File: src/rtl/mdu_issue_ctrl.sv
// Issue/hazard controller between E-stage decode and the multiply/divide unit.
// Define MDU_CTRL_FLUSH_EN to add a flush input that kills a request still in ISSUE.
module mdu_issue_ctrl #(
  parameter int unsigned MUL_CYCLES = 5,
  parameter int unsigned DIV_CYCLES = 10,
  parameter int unsigned WD_SLACK   = 2
) (
  input  logic        clk,
  input  logic        reset,
  input  logic        req_valid,
  input  logic [3:0]  req_op,
  input  logic [31:0] req_rs,
  input  logic [31:0] req_rt,
  output logic        req_ready,
  output logic        stall,
  output logic        start,
  output logic [3:0]  MDUop,
  output logic [31:0] MDU_opA,
  output logic [31:0] MDU_opB,
  input  logic        mdu_busy,
`ifdef MDU_CTRL_FLUSH_EN
  input  logic        flush,
`endif
  output logic        wd_err
);

  localparam logic [4:0] MUL_LOAD = 5'(MUL_CYCLES + WD_SLACK);
  localparam logic [4:0] DIV_LOAD = 5'(DIV_CYCLES + WD_SLACK);

  typedef enum logic [1:0] {
    IDLE  = 2'd0,
    ISSUE = 2'd1,
    WAIT  = 2'd2
  } state_t;

  state_t      state_q, state_d;
  logic [4:0]  cnt_q, cnt_d;
  logic        first_q, first_d;
  logic        start_q, start_d;
  logic [3:0]  mduop_q, mduop_d;
  logic [31:0] opa_q, opa_d;
  logic [31:0] opb_q, opb_d;
  logic        wd_err_q, wd_err_d;
  logic        ready_w;
  logic        kill_w;
  logic        req_is_mdu;

`ifdef MDU_CTRL_FLUSH_EN
  assign kill_w = flush;
`else
  assign kill_w = 1'b0;
`endif

  // mfhi/mflo and illegal opcodes are accepted without touching the MDU
  assign req_is_mdu = (req_op >= 4'd1) && (req_op <= 4'd6);

  always_comb begin
    state_d  = state_q;
    cnt_d    = cnt_q;
    first_d  = 1'b0;
    start_d  = 1'b0;
    mduop_d  = 4'd0;
    opa_d    = opa_q;
    opb_d    = opb_q;
    wd_err_d = wd_err_q;
    ready_w  = 1'b0;

    case (state_q)
      IDLE: begin
        ready_w = !mdu_busy && !kill_w;
        if (req_valid && ready_w && req_is_mdu) begin
          state_d = ISSUE;
          start_d = 1'b1;
          mduop_d = req_op;
          opa_d   = req_rs;
          opb_d   = req_rt;
        end
      end

      ISSUE: begin
        if (kill_w) begin
          state_d = IDLE;
        end else if ((mduop_q == 4'd1) || (mduop_q == 4'd2)) begin
          cnt_d   = MUL_LOAD;
          first_d = 1'b1;
          state_d = WAIT;
        end else if ((mduop_q == 4'd3) || (mduop_q == 4'd4)) begin
          cnt_d   = DIV_LOAD;
          first_d = 1'b1;
          state_d = WAIT;
        end else begin
          state_d = IDLE;
        end
      end

      WAIT: begin
        cnt_d = (cnt_q != 5'd0) ? (cnt_q - 5'd1) : 5'd0;
        // busy is not trusted on the first WAIT cycle; the MDU may not have raised it yet
        if (!first_q && !mdu_busy) begin
          state_d = IDLE;
        end else if (cnt_q <= 5'd1) begin
          wd_err_d = 1'b1;
          state_d  = IDLE;
        end
      end

      default: begin
        state_d = IDLE;
      end
    endcase
  end

  always_ff @(posedge clk) begin
    if (reset) begin
      state_q  <= IDLE;
      cnt_q    <= 5'd0;
      first_q  <= 1'b0;
      start_q  <= 1'b0;
      mduop_q  <= 4'd0;
      opa_q    <= 32'd0;
      opb_q    <= 32'd0;
      wd_err_q <= 1'b0;
    end else begin
      state_q  <= state_d;
      cnt_q    <= cnt_d;
      first_q  <= first_d;
      start_q  <= start_d;
      mduop_q  <= mduop_d;
      opa_q    <= opa_d;
      opb_q    <= opb_d;
      wd_err_q <= wd_err_d;
    end
  end

  assign req_ready = ready_w;
  assign stall     = req_valid && !ready_w;
  assign start     = start_q && !kill_w;
  assign MDUop     = kill_w ? 4'd0 : mduop_q;
  assign MDU_opA   = opa_q;
  assign MDU_opB   = opb_q;
  assign wd_err    = wd_err_q;

endmodule
File: config.mk
export PLATFORM = sky130hd
export DESIGN_NAME = mdu_issue_ctrl
export DESIGN_NICKNAME = d
export VERILOG_FILES = /design/src/rtl/mdu_issue_ctrl.sv
export SDC_FILE = /design/constraint.sdc
export NUM_CORES = 1
export LEC_CHECK = 0
export ABC_CLOCK_PERIOD_IN_PS = 3200
export BUFFER_PORTS_ARGS = -buffer_cell sky130_fd_sc_hd__buf_2
export CORE_ASPECT_RATIO = 0.9
export CORE_MARGIN = 4
export CORE_UTILIZATION = 23
export DETAILED_ROUTE_END_ITERATION = 16
export PLACE_DENSITY = 0.58
export SYNTH_ARGS = -nofsm -noshare
export SYNTH_HDL_FRONTEND = slang
export SYNTH_SLANG_ARGS = --single-unit
File: constraint.sdc
create_clock -name clk -period 3.2 [get_ports clk]
set_clock_uncertainty 0.05 [all_clocks]
set_input_delay 0.16 -clock clk [delete_from_list [all_inputs] [get_ports clk]]
set_output_delay 0.16 -clock clk [all_outputs]
set_load 0.01 [all_outputs]
Yosys cells after proc, flatten, opt, wreduce, memory -nomap -nowiden
Index checks and enable logic that the tools add are counted.

word-level totals
  register bits after elaboration = 78
  logic and storage cells = 59

operators by class
  add/subtract/negate cells = 1
  magnitude comparators = 3
  equal/unequal tests = 9
  mux-type cells = 14
  bitwise logic cells = 4
  reduce and logical (&&, ||, !) cells = 20

operator list
  operator                                                                             count
  5-bit 2-to-1 mux                                                                     3
  2-bit 2-to-1 mux                                                                     5
  5-bit case mux with 2 select lines                                                   1
  4-bit by 2-bit == test with 1-bit output, second input constant                      2
  3-bit inequality test, second input constant                                         2
  2-bit case mux with 3 select lines                                                   1
  2-bit AND reduction                                                                  3
  5-bit by 1-bit less-or-equal comparator with 1-bit output, second input constant     1
  1-bit logical AND                                                                    5
  5-bit nonzero test                                                                   1
  5-bit by 1-bit subtractor with 5-bit output, second input constant                   1
  4-bit by 1-bit == test with 1-bit output, second input constant                      1
  4-bit by 3-bit == test with 1-bit output, second input constant                      1
  4-bit by 1-bit greater-or-equal comparator with 1-bit output, second input constant  1
  4-bit by 3-bit less-or-equal comparator with 1-bit output, second input constant     1
  1-bit 2-to-1 mux                                                                     4
  1-bit NOT                                                                            4
  2-bit OR reduction                                                                   2
  1-bit zero test                                                                      3
  3-bit AND reduction                                                                  1
  3-bit OR reduction                                                                   1
  2-bit by 1-bit == test with 1-bit output, second input constant                      1
  2-bit == test, second input constant                                                 1
  2-bit zero test                                                                      1
  other kinds (3)                                                                      4

Longest topological paths before layout
  depth after elaboration = 5
  mapped depth = 7
  mapped depth without buffers = 6

Worst setup path before layout
Ideal clock, no wire load.

  path type = register to register
  start point = register mduop_q[0] (netlist: MDUop[0])
  end point = register cnt_q[0]
  setup time = 0.119 ns
  arrival = 1.260 ns
  required time = 3.031 ns
  slack = 1.771 ns
  cell stages (with the launch flop) = 4
  period minus slack after synthesis = 1.429 ns
  cell sequence = dfxtp_1 > or3_1 > a41o_1 > o221a_2

between the ends
  cells in the longest elaborated chain, start to end = 4
  elaborated cells between the ends (all ways) = 10
  those cells by class = eq/ne: 5; mux: 2; reduce/logical: 3

ends and longest elaborated chain
  element                                                                           RTL line  text
  from (decl)                                                                       40        logic [3:0] mduop_q, mduop_d;
  from (signal assigned)                                                            128       mduop_q <= mduop_d;
  4-bit by 1-bit == test with 1-bit output, or another cell as far along            83        end else if ((mduop_q == 4'd1) || (mduop_q == 4'd2)) begin
  1-bit logical OR (on tied branches)                                               83, 87
  5-bit 2-to-1 mux / 3-bit inequality test (equally long branches)                  n/a
  5-bit case mux with 2 select lines / 2-bit AND reduction (equally long branches)  n/a
  to (signal assigned)                                                              125       cnt_q <= cnt_d;
  to (decl)                                                                         37        logic [4:0] cnt_q, cnt_d;

Several ways; a longest one is shown, not always the timed one.
A chain may end at the register's enable or synchronous reset.

Worst setup path in the final report
  start point = register state_q[0]
  end point = register opb_q[5] (netlist: MDU_opB[5])

between the ends
  cells in the longest elaborated chain, start to end = 2

ends and longest elaborated chain
  element                        RTL line  text
  from (decl)                    36        state_t state_q, state_d;
  from (signal assigned)         124       state_q <= state_d;
  2-bit zero test                68        case (state_q)
  2-bit AND reduction (no line)  n/a
  to (signal assigned)           130       opb_q <= opb_d;
  to (decl)                      42        logic [31:0] opb_q, opb_d;

Every way passes these cells.

==> out/qor.yml <==
cells_and_area:
  layout-drive-gt1-share_pct: 31.81
  diodes: 0
  fin_nets: 595
  multi_input_area_sq_mm: 0.001175
  area_growth_pct: 47.28
  seq_area_sq_mm: 0.001562
  n_fill_cell: 1288
power_and_ir_drop:
  power.total_uw: 2166
  powerDensity_mw_per_mm2: 507.4
  ir_worst_vdd_v: 0.0003410
  leakagePower_uw: 0.001916
sta:
  setup_viol: 0
  hold_ws_ps: 15.95
  final.min_clock_period_ps: 2167
  post-route-period-util_pct: 67.71
  worstMarginPinSlew_ps: 784.0
  slew_violations: 0
  fin_setup_tns_ps: 0
  rsz0062_at_grt: "false"
  clock.fmax_ghz: 0.4615
  relSlewSlack_pct: 47.73
  finalHoldViolations: 0
min_path:
  hold_path.class: "primary input to register"
setup_path:
  critPathMaxFanout: 42
  path_buf_inv: 1
  critPathKind: "register to register"
  worstPathCellList: "nor3_4, and4_2, buf_4, nand2_1, a21oi_1"
  startpoint: "state_q[0]"
  cp_top_family: "simple AND/OR/NAND/NOR gates"
  endpoint: "MDU_opB[5]"
  cp-start-kind: "register"
  crit_required_ps: 3420
  worstSetupPathDepth: 5
  rrSetupSlack_ps: 1030
  crit_arrival_ps: 2380
  end_kind: "register"
  slowest_delay_ps: 770
  r2r-end: "MDU_opB[5]"
  r2r_cells: 5
  timing.rr.start: "state_q[0]"
  crit_slowest_cell: "and4_2"
placement:
  port_buffers: 143
  dp_hpwl_mm: 5.659
  place.gp.congestion: 0.7441
route:
  drt_wl_total_mm: 8.392
  post-route-drc-count: 0
  ant_nets: 0
  firstDrtPassIters: 4
  routed-via-count: 2966
  wl_per_cell_um: 12.25
  drt_iter0_drc: 107
  via_per_inst: 4.330
synth:
  synth-seq-area-share_pct: 53.89
  yosys.area.top_type: "dfxtp_1"
  synth_seq_cells: 78
  netlist_top_cells_count: "nand2_1, dfxtp_1, a21oi_1, nor2_1"
  ys.flop_type: "dfxtp_1"
  syn_area_sq_mm: 0.002898
  yosys_warnings: 0
  syn_avg_cell_area_sq_um: 8.117
  synth_area_leaders: "dfxtp_1, nand2_1, a21oi_1"
  async_flop_share_pct: 0
  syn-num-nets: 432
  synthCells: 357
  synth_edf_count: 0
  synth_top_area_share_pct: 53.89
  yosysMostFrequentCell: "nand2_1"
  synth_cell_types: 34
clock_network:
  cts_resized: 0
  insertion_delay_ps: 330
  clkSlewWorstSetupHoldPaths_ps: 60
  clockBufferDepth: 2
  cts_tree: "yes"
  root_buffer: "clkbuf_16"
  postCtsHoldBufs: 28
  cts_setup_buffers: 0
  cts.sinks: 78
  cts_made_buffers: 9
  cts.htree.levels: 3
floorplan:
  rows: 38
  die_h_um: 114.5
  io_pins: 144
  die_width_um: 126.3
  initial_core_util_pct: 23.81
  dieArea_sq_mm: 0.01446
  fp.coreArea_sq_mm: 0.01217
global_routing:
  grt_pass1_vias: 2920
  antenna_found_initial: 0
  grt-ovfl-total: 0
  grt_pass1_wl_mm: 13.75
  grt.total_usage_pct: 11.78
  grt_max_degree: 67
flow_run:
  max_cap_violations: 0
outcome:
  status: "completed"
## sequential cells by signal, summed over array words and instances (netlist names)
register and count:
MDU_opB 32, first_q 1, start 1, state_q 2, MDUop 4, wd_err 1
MDU_opA 32, cnt_q 5
## per-stage QoR
step / setup slack [ps] / area, sq um / util, % / instances
finish: 1033 / 4268 / 35.06 / 685
global route: 793.7 / 4268 / 35.06 / 685
CTS: 1005 / 4268 / 35.06 / 685
detailed placement: 1021 / 3701 / 30.41 / 641
global placement: 1088 / 3701 / 30.41 / 641
floorplan: 1771 / 2898 / - / 357
## layout by cell type, fill, tap and decap left out, types with 3 or more instances in the layout
cell type      instances
buf_2                143
nand2_1              134
dfxtp_1               78
a21oi_1               68
dlygate4sd3_1         28
nor2_1                11
clkbuf_16              9
inv_1                  5
nor2b_1                4
clkinv_2               4
buf_4                  4
nand2b_1               3
and3_1                 3
ha_1                   3
clkbuf_8               3
## cell families after synthesis
family,after synthesis,synth area share [%]
AO/OA/AOI/OAI,83,15.89
adder cells (fa/ha/maj),3,1.295
flip-flops,78,53.89
buffers and inverters,28,5.613
AND/OR/NAND/NOR,164,23.19
other,1,0.1294
## metal layers
metal | track usage [%] | routed length, um | up-vias
met3 | 5.084 | 815 | 16
li1 | - | - | 1489
met4 | 5.361 | 187 | 0
met5 | 0 | 0 | -
met2 | 19.07 | 3858 | 118
met1 | 13.54 | 3530 | 1343
## worst register-to-register path, stage by stage, from the launching register on
cell,delay [ps]
dfxtp_1,370
nor3_4,240
and4_2,770
buf_4,430
nand2_1,120
a21oi_1,120
## final cells by class
class | count | share of cell area (%)
clock inverters | 4 | 0.4691
multi-input cells | 251 | 27.53
inverters | 5 | 0.4398
clock buffers | 12 | 6.245
repair buffers | 175 | 24.04
well taps | 160 | 4.691
flip-flops and latches | 78 | 36.59
## worst min-delay path by stage
stage	startpoint	endpoint	cells past startpoint
CTS	req_rt[19]	MDU_opB[19]	3
detailed placement	req_rt[17]	MDU_opB[17]	3
finish	req_rt[19]	MDU_opB[19]	3
floorplan	req_rs[0]	MDU_opA[0]	2
global placement	req_rt[13]	MDU_opB[13]	3
global route	req_rs[17]	MDU_opA[17]	3
## power by group
group | switching [uW] | internal, uW
Clock | 382 | 583
Sequential | 13.4 | 998
Combinational | 97.2 | 92.9
Note: power is estimated with default switching activity, not from simulation.
